===== config.mk =====
export PLATFORM = sky130hd
export DESIGN_NAME = m_store_queue_flat
export DESIGN_NICKNAME = d
export VERILOG_FILES = /design/src/rtl/m_store_queue_pkg.sv /design/src/rtl/m_store_queue_if.sv /design/src/rtl/m_store_queue_store_align.sv /design/src/rtl/m_store_queue.sv /design/src/flat_wrapper.sv
export SDC_FILE = /design/constraint.sdc
export NUM_CORES = 1
export LEC_CHECK = 0
export CAP_MARGIN = 20
export CORE_AREA = 2 2 176 178
export CTS_CLUSTER_SIZE = 14
export DETAILED_ROUTE_END_ITERATION = 7
export DIE_AREA = 0 0 178 180
export GPL_TIMING_DRIVEN = 0
export PLACE_DENSITY = 0.77
export REMOVE_ABC_BUFFERS = 1
export SYNTH_ARGS = -nofsm -noshare
export SYNTH_HDL_FRONTEND = slang
export SYNTH_SLANG_ARGS = --single-unit

===== constraint.sdc =====
create_clock -name i_clk -period 5.1 [get_ports i_clk]
set_input_delay 0.51 -clock i_clk [delete_from_list [all_inputs] [get_ports i_clk]]
set_output_delay 0.51 -clock i_clk [all_outputs]
set_load 0.02 [all_outputs]

===== src/rtl/m_store_queue_pkg.sv =====
// Shared constants for the M-stage store queue: store op codes, the
// DM/timer address map, and op-decode helpers.
package m_store_queue_pkg;

    localparam logic [2:0] BE_sw = 3'd1;
    localparam logic [2:0] BE_sh = 3'd2;
    localparam logic [2:0] BE_sb = 3'd3;

    localparam logic [31:0] s_dm  = 32'h0000_0000;
    localparam logic [31:0] e_dm  = 32'h0000_2FFF;
    localparam logic [31:0] s_tc0 = 32'h0000_7F00;
    localparam logic [31:0] e_tc0 = 32'h0000_7F0B;
    localparam logic [31:0] s_tc1 = 32'h0000_7F10;
    localparam logic [31:0] e_tc1 = 32'h0000_7F1B;

    // COUNT register window, as a byte offset from the timer base
    localparam logic [31:0] TC_COUNT_LO = 32'h0000_0008;
    localparam logic [31:0] TC_COUNT_HI = 32'h0000_000B;

    function automatic logic is_store_op(input logic [2:0] op);
        return (op == BE_sw) || (op == BE_sh) || (op == BE_sb);
    endfunction

    function automatic logic in_range(input logic [31:0] addr,
                                      input logic [31:0] lo,
                                      input logic [31:0] hi);
        return (addr >= lo) && (addr <= hi);
    endfunction

endpackage


===== src/rtl/m_store_queue_if.sv =====
// M-stage store/load request and bridge drain signals of the store queue.
interface m_store_queue_if #(
    parameter int DATA_W = 32
);
    localparam int LANES = DATA_W / 8;

    logic              st_valid;
    logic [2:0]        st_op;
    logic [31:0]       st_addr;
    logic [DATA_W-1:0] st_data;
    logic              st_flush;
    logic              st_ades;
    logic              st_stall;

    logic              ld_valid;
    logic [31:0]       ld_addr;
    logic              ld_conflict;

    logic              mem_req;
    logic [31:0]       mem_addr;
    logic [LANES-1:0]  mem_byteen;
    logic [DATA_W-1:0] mem_wdata;
    logic              mem_ack;

    modport master (
        output st_valid, st_op, st_addr, st_data, st_flush,
        output ld_valid, ld_addr, mem_ack,
        input  st_ades, st_stall, ld_conflict,
        input  mem_req, mem_addr, mem_byteen, mem_wdata
    );

    modport slave (
        input  st_valid, st_op, st_addr, st_data, st_flush,
        input  ld_valid, ld_addr, mem_ack,
        output st_ades, st_stall, ld_conflict,
        output mem_req, mem_addr, mem_byteen, mem_wdata
    );

endinterface


===== src/rtl/m_store_queue_store_align.sv =====
// Combinational lane alignment for sb/sh/sw: places store data at the byte
// lane given by the address offset and flags natural-alignment violations.
module store_align
    import m_store_queue_pkg::*;
#(
    parameter  int DATA_W = 32,
    localparam int LANES  = DATA_W / 8,
    localparam int OFF_W  = $clog2(LANES)
) (
    input  logic [2:0]        i_op,
    input  logic [OFF_W-1:0]  i_off,
    input  logic [DATA_W-1:0] i_data,
    output logic [DATA_W-1:0] o_lane_data,
    output logic [LANES-1:0]  o_byteen,
    output logic              o_misalign
);

    logic [LANES-1:0]  w_base_be;
    logic [DATA_W-1:0] w_mask;

    always_comb begin
        w_base_be  = '0;
        w_mask     = '0;
        o_misalign = 1'b0;
        case (i_op)
            BE_sb: begin
                w_base_be = LANES'(4'b0001);
                w_mask    = DATA_W'(32'h0000_00FF);
            end
            BE_sh: begin
                w_base_be  = LANES'(4'b0011);
                w_mask     = DATA_W'(32'h0000_FFFF);
                o_misalign = i_off[0];
            end
            BE_sw: begin
                w_base_be  = LANES'(4'b1111);
                w_mask     = DATA_W'(32'hFFFF_FFFF);
                o_misalign = |i_off[1:0];
            end
            default: ;
        endcase
    end

    assign o_byteen    = w_base_be << i_off;
    assign o_lane_data = (i_data & w_mask) << {i_off, 3'b000};

endmodule


===== src/rtl/m_store_queue.sv =====
// M-stage store queue: AdES checking, lane alignment, a DEPTH-entry FIFO
// with tail coalescing, load-hit detection and req/ack drain to the bridge.
module m_store_queue
    import m_store_queue_pkg::*;
#(
    parameter int DATA_W   = 32,
    parameter int DEPTH    = 4,
    parameter int COALESCE = 1
) (
    input  logic                 i_clk,
    input  logic                 i_reset,
    m_store_queue_if.slave       io_sq
);

    localparam int LANES = DATA_W / 8;
    localparam int OFF_W = $clog2(LANES);
    localparam int PTR_W = $clog2(DEPTH);
    localparam int CNT_W = PTR_W + 1;

    logic [31:0]       r_addr [DEPTH];
    logic [LANES-1:0]  r_be   [DEPTH];
    logic [DATA_W-1:0] r_data [DEPTH];
    logic [DEPTH-1:0]  r_valid;
    logic [PTR_W-1:0]  r_head;
    logic [PTR_W-1:0]  r_tail;
    logic [CNT_W-1:0]  r_count;

    logic [DATA_W-1:0] w_al_data;
    logic [LANES-1:0]  w_al_be;
    logic              w_misalign;
    logic              w_is_store;
    logic [31:0]       w_st_word;
    logic [31:0]       w_ld_word;
    logic              w_in_dm;
    logic              w_in_tc0;
    logic              w_in_tc1;
    logic              w_in_tc;
    logic [31:0]       w_tc_off;
    logic              w_count_hit;
    logic              w_ades;
    logic [PTR_W-1:0]  w_tail_last;
    logic              w_coalescible;
    logic              w_stall;
    logic              w_accept;
    logic              w_push;
    logic              w_merge;
    logic              w_pop;
    logic [DATA_W-1:0] w_merged_data;
    logic              w_ld_hit;

    store_align #(.DATA_W(DATA_W)) u_align (
        .i_op        (io_sq.st_op),
        .i_off       (io_sq.st_addr[OFF_W-1:0]),
        .i_data      (io_sq.st_data),
        .o_lane_data (w_al_data),
        .o_byteen    (w_al_be),
        .o_misalign  (w_misalign)
    );

    assign w_is_store = is_store_op(io_sq.st_op);
    assign w_st_word  = {io_sq.st_addr[31:OFF_W], {OFF_W{1'b0}}};
    assign w_ld_word  = {io_sq.ld_addr[31:OFF_W], {OFF_W{1'b0}}};

    // Timers accept only full-word writes and never to their COUNT register
    assign w_in_dm     = in_range(io_sq.st_addr, s_dm, e_dm);
    assign w_in_tc0    = in_range(io_sq.st_addr, s_tc0, e_tc0);
    assign w_in_tc1    = in_range(io_sq.st_addr, s_tc1, e_tc1);
    assign w_in_tc     = w_in_tc0 | w_in_tc1;
    assign w_tc_off    = w_in_tc0 ? (io_sq.st_addr - s_tc0) : (io_sq.st_addr - s_tc1);
    assign w_count_hit = w_in_tc && (w_tc_off >= TC_COUNT_LO) && (w_tc_off <= TC_COUNT_HI);

    assign w_ades = io_sq.st_valid & w_is_store &
                    (w_misalign | ~(w_in_dm | w_in_tc) |
                     (w_in_tc & (io_sq.st_op != BE_sw)) | w_count_hit);

    // count>=2 keeps the merge target off the entry currently on the bus
    assign w_tail_last   = r_tail - PTR_W'(1);
    assign w_coalescible = (COALESCE != 0) && (r_count >= CNT_W'(2)) &&
                           (r_addr[w_tail_last] == w_st_word);

    assign w_stall  = io_sq.st_valid & w_is_store &
                      (r_count == CNT_W'(DEPTH)) & ~w_coalescible;
    assign w_accept = io_sq.st_valid & w_is_store & ~w_ades & ~io_sq.st_flush & ~w_stall;
    assign w_merge  = w_accept & w_coalescible;
    assign w_push   = w_accept & ~w_coalescible;
    assign w_pop    = (r_count != '0) & io_sq.mem_ack;

    always_comb begin
        w_merged_data = r_data[w_tail_last];
        for (int i = 0; i < LANES; i++) begin
            if (w_al_be[i]) begin
                w_merged_data[8*i +: 8] = w_al_data[8*i +: 8];
            end
        end
    end

    always_comb begin
        w_ld_hit = 1'b0;
        for (int i = 0; i < DEPTH; i++) begin
            if (r_valid[i] && (r_addr[i] == w_ld_word)) begin
                w_ld_hit = 1'b1;
            end
        end
    end

    always_ff @(posedge i_clk) begin
        if (i_reset) begin
            r_head  <= '0;
            r_tail  <= '0;
            r_count <= '0;
            r_valid <= '0;
            for (int i = 0; i < DEPTH; i++) begin
                r_addr[i] <= '0;
                r_be[i]   <= '0;
                r_data[i] <= '0;
            end
        end else begin
            if (w_pop) begin
                r_valid[r_head] <= 1'b0;
                r_addr[r_head]  <= '0;
                r_be[r_head]    <= '0;
                r_data[r_head]  <= '0;
                r_head          <= r_head + PTR_W'(1);
            end
            if (w_push) begin
                r_valid[r_tail] <= 1'b1;
                r_addr[r_tail]  <= w_st_word;
                r_be[r_tail]    <= w_al_be;
                r_data[r_tail]  <= w_al_data;
                r_tail          <= r_tail + PTR_W'(1);
            end
            if (w_merge) begin
                r_be[w_tail_last]   <= r_be[w_tail_last] | w_al_be;
                r_data[w_tail_last] <= w_merged_data;
            end
            case ({w_push, w_pop})
                2'b10:   r_count <= r_count + CNT_W'(1);
                2'b01:   r_count <= r_count - CNT_W'(1);
                default: ;
            endcase
        end
    end

    assign io_sq.st_ades     = w_ades;
    assign io_sq.st_stall    = w_stall;
    assign io_sq.ld_conflict = io_sq.ld_valid & w_ld_hit;
    assign io_sq.mem_req     = (r_count != '0);
    assign io_sq.mem_addr    = r_addr[r_head];
    assign io_sq.mem_byteen  = r_be[r_head];
    assign io_sq.mem_wdata   = r_data[r_head];

endmodule


===== src/flat_wrapper.sv =====
// flat-port wrapper written by rule: the top's interface ports become plain ports
module m_store_queue_flat import m_store_queue_pkg::*;
#(
    parameter int DATA_W   = 32,
    parameter int DEPTH    = 4,
    parameter int COALESCE = 1
)
  (i_clk, i_reset, io_sq_st_valid, io_sq_st_op, io_sq_st_addr, io_sq_st_data, io_sq_st_flush, io_sq_ld_valid, io_sq_ld_addr, io_sq_mem_ack, io_sq_st_ades, io_sq_st_stall, io_sq_ld_conflict, io_sq_mem_req, io_sq_mem_addr, io_sq_mem_byteen, io_sq_mem_wdata);
  m_store_queue_if #(.DATA_W(DATA_W)) io_sq_i ();
  input  logic i_clk;
  input  logic i_reset;
  input wire logic [$bits(io_sq_i.st_valid)-1:0] io_sq_st_valid;
  input wire logic [$bits(io_sq_i.st_op)-1:0] io_sq_st_op;
  input wire logic [$bits(io_sq_i.st_addr)-1:0] io_sq_st_addr;
  input wire logic [$bits(io_sq_i.st_data)-1:0] io_sq_st_data;
  input wire logic [$bits(io_sq_i.st_flush)-1:0] io_sq_st_flush;
  input wire logic [$bits(io_sq_i.ld_valid)-1:0] io_sq_ld_valid;
  input wire logic [$bits(io_sq_i.ld_addr)-1:0] io_sq_ld_addr;
  input wire logic [$bits(io_sq_i.mem_ack)-1:0] io_sq_mem_ack;
  output wire logic [$bits(io_sq_i.st_ades)-1:0] io_sq_st_ades;
  output wire logic [$bits(io_sq_i.st_stall)-1:0] io_sq_st_stall;
  output wire logic [$bits(io_sq_i.ld_conflict)-1:0] io_sq_ld_conflict;
  output wire logic [$bits(io_sq_i.mem_req)-1:0] io_sq_mem_req;
  output wire logic [$bits(io_sq_i.mem_addr)-1:0] io_sq_mem_addr;
  output wire logic [$bits(io_sq_i.mem_byteen)-1:0] io_sq_mem_byteen;
  output wire logic [$bits(io_sq_i.mem_wdata)-1:0] io_sq_mem_wdata;
  assign io_sq_i.st_valid = io_sq_st_valid;
  assign io_sq_i.st_op = io_sq_st_op;
  assign io_sq_i.st_addr = io_sq_st_addr;
  assign io_sq_i.st_data = io_sq_st_data;
  assign io_sq_i.st_flush = io_sq_st_flush;
  assign io_sq_i.ld_valid = io_sq_ld_valid;
  assign io_sq_i.ld_addr = io_sq_ld_addr;
  assign io_sq_i.mem_ack = io_sq_mem_ack;
  assign io_sq_st_ades = io_sq_i.st_ades;
  assign io_sq_st_stall = io_sq_i.st_stall;
  assign io_sq_ld_conflict = io_sq_i.ld_conflict;
  assign io_sq_mem_req = io_sq_i.mem_req;
  assign io_sq_mem_addr = io_sq_i.mem_addr;
  assign io_sq_mem_byteen = io_sq_i.mem_byteen;
  assign io_sq_mem_wdata = io_sq_i.mem_wdata;
  m_store_queue #(.DATA_W(DATA_W), .DEPTH(DEPTH), .COALESCE(COALESCE)) u_core (.i_clk(i_clk), .i_reset(i_reset), .io_sq(io_sq_i));
endmodule

==> flow_summary.ini, run 1 <==
[setup_path]
worstPathCellList = inv_1, ha_4, buf_8, mux4_2, xnor2_2, nand4_1, or4b_4, nor2_1, nor3b_1, clkdlybuf4s50_1
arrival_ps = 4410
path_class = flop to output port
worstSetupEndpointType = output port
crit_slowest_cell = clkdlybuf4s50_1
cp-startpoint = u_core.r_tail[1]
reg2reg_depth = 12
cp_slowest_stage_delay_ps = 600
r2r-start = u_core.r_tail[1]
rrSetupSlack_ps = 260
cp_max_fo = 11
cp-endpoint = io_sq_st_stall
cp.required_ps = 4590
startpoint_type = flop
reg2reg_to = u_core.r_data[2][20]

[detailed_routing]
drt_iter0_drc = 1501
via_per_inst = 6.165
drc_errors = 0
vias = 11550
first_pass_iters = 5
routedWlPerCell_microns = 24.47
finalWirelength_microns = 45850
ant_nets = 0

[place]
portBuffers = 172
placed_area_sq_um = 17840
hpwl_microns = 32130
gp_congestion = 0.9665

[floorplanning]
ios = 177
fp.dieArea_sq_um = 32040
start_util_pct = 51.53
die_h_microns = 180
core_sq_um = 30190
rows = 64
die_x_microns = 178

[power_and_ir_drop]
switching_share_pct = 24.17
p_clk_share_pct = 40.1
power_density_nw_per_um2 = 287.9
peakVddDrop_uv = 318.5
intPower_mw = 4.170
combPwrFrac_pct = 11.3
p_switching_mw = 1.329
leakage_nw = 6.404
seqPwrFrac_pct = 48.6

[synthesis]
synthCells = 1225
ys_seq_area_share_pct = 52.63
ys_seq_elements = 277
synth_edf_count = 264
yosysWarnings = 0
mappedNetlistArea_sq_um = 15560
synth-async-reset-ratio_pct = 0
yosysUniqueCellTypes = 70
ys.flop_type = edfxtp_1
syn-mean-instance-area_sq_um = 12.70

[clock_tree]
tritoncts = done
clk_path_buf_depth = 3
root_buffer = clkbuf_16
path_clk_slew_ps = 60
worstSkewPairLatency_ps = 570
numCtsBuffers = 30
clkSinkCount = 277
cts-htree-levels = 1

[global_routing]
antenna_found_initial = 3
grtUsageTotal_pct = 28.68
grt_max_degree = 51
grt_pass1_vias = 11410
overflow = 0
grt_pass1_wl_microns = 68710

[finish]
drive_above_1_share_pct = 14.03
final_cell_area_sq_um = 19100
finalNetCount = 1572
final_common_cell = edfxtp_1
layout_common_cells = edfxtp_1 (264), nor2_1 (181), clkdlybuf4s50_1 (172)
area_growth_pct = 22.79

[timing]
final-max-slew-violation-count = 0
fin_tns_setup_ps = 0
max_freq_mhz = 203.2
worst_slew_pin_slew_ps = 938.8
finalHoldViolCount = 0
fin_worst_skew_ps = 15.93
grt_setup_unrepaired = no
relSlewSlack_pct = 36.93
period_share_pct = 96.49
setup_viol = 0
final.min_clock_period_ps = 4921

[run_status]
status = completed

[run]
drv_cap = 0

[hold_path]
hp-class = flop to flop
## repair_timing
item	in CTS	in global routing
hold endpoints to repair	0	0
pin swaps	7	2
hold buffers	0	0
gates cloned	0	1
setup endpoints to repair	439	230
buffers inserted	15	5
resized for setup	12	4
## cell usage after synthesis (17+ instances only)
| cell type | instances | area (sq um) |
|---|---|---|
| nor2_1 | 181 | 679.4 |
| a21oi_1 | 23 | 115.1 |
| xnor2_1 | 91 | 797.0 |
| edfxtp_1 | 264 | 7928 |
| nand4_1 | 29 | 181.4 |
| clkbuf_1 | 44 | 165.2 |
| nor2b_1 | 17 | 106.4 |
| nand2_1 | 80 | 300.3 |
| o21ai_0 | 20 | 100.1 |
| nor4_1 | 23 | 143.9 |
| mux4_2 | 88 | 1982 |
| inv_1 | 28 | 105.1 |
| xor2_1 | 56 | 490.5 |
| mux2i_1 | 49 | 490.5 |
| and3_1 | 31 | 193.9 |
## flip-flops by register name (all words and copies together), names as in the netlist, named ones only
signal,flops
u_core.r_addr,120
u_core.r_be,16
u_core.r_count,3
u_core.r_data,128
u_core.r_valid,4
u_core.r_tail,2
u_core.r_head,2
## cell families after synthesis
group                    after synthesis  synth area share (%)
AO/OA/AOI/OAI                        122                 5.984
adder cells (fa/ha/maj)               14                 1.174
buffers and inverters                101                 2.919
other                                  1               0.02410
XOR/XNOR                             147                 8.276
multiplexers                         139                 16.04
AND/OR/NAND/NOR                      424                 12.96
flip-flops                           277                 52.63
## power groups by stage
stage	combinational, mW	clock, mW	sequential, mW
finish	0.622	2.20	2.67
floorplan	0.307	0	2.70
CTS	0.605	2.21	2.67
detailed placement	0.597	0	2.72
global route	0.652	2.30	2.68
global placement	0.590	0	2.71
## critical path: cells and delay by family (launching register included)
family / cells / cell delay, ps
adders and majority gates: 1 / 500
muxes: 1 / 350
xor gates and xnor gates: 1 / 270
and+or+nand+nor: 4 / 1160
buffers and inverters: 3 / 1020
DFF: 1 / 530
## worst min-delay path by stage
| stage | to | start | depth (start not counted) |
|---|---|---|---|
| global placement | u_core.r_valid[1] | u_core.r_valid[1] | 2 |
| finish | u_core.r_count[2] | u_core.r_count[2] | 2 |
| detailed placement | u_core.r_valid[1] | u_core.r_valid[1] | 2 |
| global route | u_core.r_valid[1] | u_core.r_valid[1] | 2 |
| floorplan | u_core.r_valid[0] | u_core.r_valid[0] | 2 |
| CTS | u_core.r_count[2] | u_core.r_count[2] | 2 |
## stage by stage
| step | util [%] | setup WS [ps] | power [mW] | hold slack [ps] | std cells |
|---|---|---|---|---|---|
| 2_1_floorplan | - | -2341 | 3.002 | 434.4 | 1221 |
| 3_3_place_gp | 58.58 | -5890 | 3.303 | 474.9 | 1789 |
| 3_5_place_dp | 59.09 | -949.0 | 3.317 | 477.0 | 1795 |
| 4_1_cts | 62.96 | 41.94 | 5.483 | 511.7 | 1864 |
| 5_1_grt | 63.27 | 3.422 | 5.634 | 532.5 | 1873 |
| 6_report | 63.28 | 179.0 | 5.499 | 513.6 | 1874 |
## routing by layer
metal | vias to the layer above | global-route usage, % | wire, microns
li1 | 5006 | - | -
met1 | 5656 | 39.23 | 17280
met2 | 742 | 44.54 | 21530
met3 | 149 | 5.774 | 4822
met4 | 0 | 12.56 | 2227
met5 | - | 0 | 0
## cell type report
cell class / instances / area (sq um)
fill: 2289 / 11090
sequential: 277 / 8200
multi-input combinational: 917 / 7286
timing repair buffer: 199 / 2027
clock buffer: 36 / 794.5
tap: 396 / 495.5
clock inverter: 18 / 187.7
inverter: 28 / 105.1
antenna: 3 / 7.507
Power figures use the tool's default switching activity.
==> run 2, diff against run 1 <==
Settings changed: CTS_CLUSTER_DIAMETER set to 120.
==> flow_summary.ini, run 2 (synthesis results as in run 1) <==
[setup_path]
cp-startpoint = io_sq_st_addr[5]
crit_slowest_cell = clkdlybuf4s50_1
path_depth = 11
path_class = input pin to flop
reg2reg_depth = 11
cp_max_fo = 30
reg2reg_to = u_core.r_addr[2][5]
worstPathCellList = clkdlybuf4s50_1, inv_1, ha_1, a311o_1, o21ai_0, a2111oi_0, o21ai_0, nand2_1, nor2_4, nand2_1, nand2_4
arrival_ps = 5070
cpLargestDelayFamily = simple AND/OR/NAND/NOR gates
worstSetupEndpointType = flop
r2r-start = u_core.r_tail[1]
worst-path-buf-inv = 2
cp.required_ps = 5260
rrSetupSlack_ps = 310
startpoint_type = input pin
cp-endpoint = u_core.r_addr[2][5]
cp_slowest_stage_delay_ps = 660

[floorplanning]
start_util_pct = 51.53
die_x_microns = 178
die_h_microns = 180
ios = 177
rows = 64
fp.dieArea_sq_um = 32040
core_sq_um = 30190

[timing]
final.min_clock_period_ps = 4912
relSlewSlack_pct = 36.27
worst_slew_pin_slew_ps = 948.7
fin_worst_skew_ps = 25.15
period_share_pct = 96.31
finalHoldViolCount = 0
final-max-slew-violation-count = 0
grt_setup_unrepaired = no
timing.final.ws_setup_ps = 188.4
setup_viol = 0
fin_tns_setup_ps = 0
holdWs_ps = 491.9
max_freq_mhz = 203.6

[power_and_ir_drop]
p_total_mw = 4.929
power_density_nw_per_um2 = 263.4
leakage_nw = 6.216
peakVddDrop_uv = 305.1

[global_routing]
overflow = 0
grt_pass1_vias = 11180
grtUsageTotal_pct = 28.18
grt_pass1_wl_microns = 67580
antenna_found_initial = 3
grt_max_degree = 51

[finish]
final_util_pct = 61.99
largest_reg_flops = 128
fillers = 2333
area_growth_pct = 20.29
drive_above_1_share_pct = 12.51
layout_common_cells = edfxtp_1 (264), nor2_1 (181), clkdlybuf4s50_1 (172)
regMostFlops = u_core.r_data
reg_top3 = u_core.r_data x128, u_core.r_addr x120, u_core.r_be x16
finalNetCount = 1558
final_common_cell = edfxtp_1

[detailed_routing]
first_pass_iters = 5
ant_nets = 0
via_per_inst = 6.163
vias = 11430
drt_iter0_drc = 1613
routedWlPerCell_microns = 24.39
finalWirelength_microns = 45210
drc_errors = 0

[clock_tree]
worstSkewPairLatency_ps = 530
numCtsBuffers = 23
cts.hold.buffers_added = 0
path_clk_slew_ps = 70
root_buffer = clkbuf_16
clkSinkCount = 277
cts-htree-levels = 1
clk_path_buf_depth = 3
tritoncts = done

[place]
place_worst_setup_slack_ps = -949.0
hpwl_microns = 32130
portBuffers = 172
gp_congestion = 0.9665

[run_status]
status = completed

[run]
drv_cap = 0

[hold_path]
hp-class = flop to flop
hold_path.startpoint = u_core.r_valid[1]
==> run 2: changes by cell type in the layout (fill, tap and decap cells not counted), sizes merged <==
cell,previous run,this run
buf,27,20
bufinv,4,0
clkbuf,36,40
clkinv,12,1
clkinvlp,2,0
==> run 2: final cells by class <==
| class | count | area, sq um | share of cell area [%] |
|---|---|---|---|
| antenna | 3 | 7.507 | 0.04011 |
| clock inverter | 1 | 5.005 | 0.02674 |
| multi-input combinational | 917 | 7266 | 38.82 |
| clock buffer | 40 | 639.4 | 3.416 |
| sequential | 277 | 8200 | 43.82 |
| tap | 396 | 495.5 | 2.648 |
| inverter | 28 | 105.1 | 0.5616 |
| timing repair buffer | 192 | 1996 | 10.66 |
==> run 2: worst min-delay path by stage <==
stage | end | cells after the start
CTS | u_core.r_valid[1] | 2
global placement | u_core.r_valid[1] | 2
floorplan | u_core.r_valid[0] | 2
detailed placement | u_core.r_valid[1] | 2
finish | u_core.r_valid[1] | 2
global route | u_core.r_valid[1] | 2
==> run 2: metrics by stage <==
step	area (sq um)	cells
2_1_floorplan	15470	1221
3_3_place_gp	17680	1789
3_5_place_dp	17840	1795
4_1_cts	18610	1846
5_1_grt	18710	1853
6_report	18710	1854
==> run 2: power breakdown <==
group / internal, mW / switching (mW)
clock: 0.848 / 0.789
combinational: 0.271 / 0.350
sequential: 2.60 / 0.0746
total: 3.72 / 1.21
==> run 2: timing repair <==
item	CTS	global route
setup endpoints to repair	439	249
cloned	0	1
setup buffers	10	3
pin swaps	6	4
gates resized for setup	9	4
==> run 2: worst register-to-register path: cells and delay by family, from the launching register on <==
family          cells  cell delay [ps]
xor+xnor            1              320
buf+inv             2              420
compound gates      1              370
mux                 1              380
simple gates        5             1900
flops               1              510
fa+ha+maj           1              470
==> run 2: layer usage <==
layer	GRT usage (%)	part of all wire (%)	vias to the layer above
li1	-	-	4973
met3	5.499	10	106
met4	9.541	3.7	0
met5	0	0	-
met1	38.81	38	5638
met2	44.96	48	709
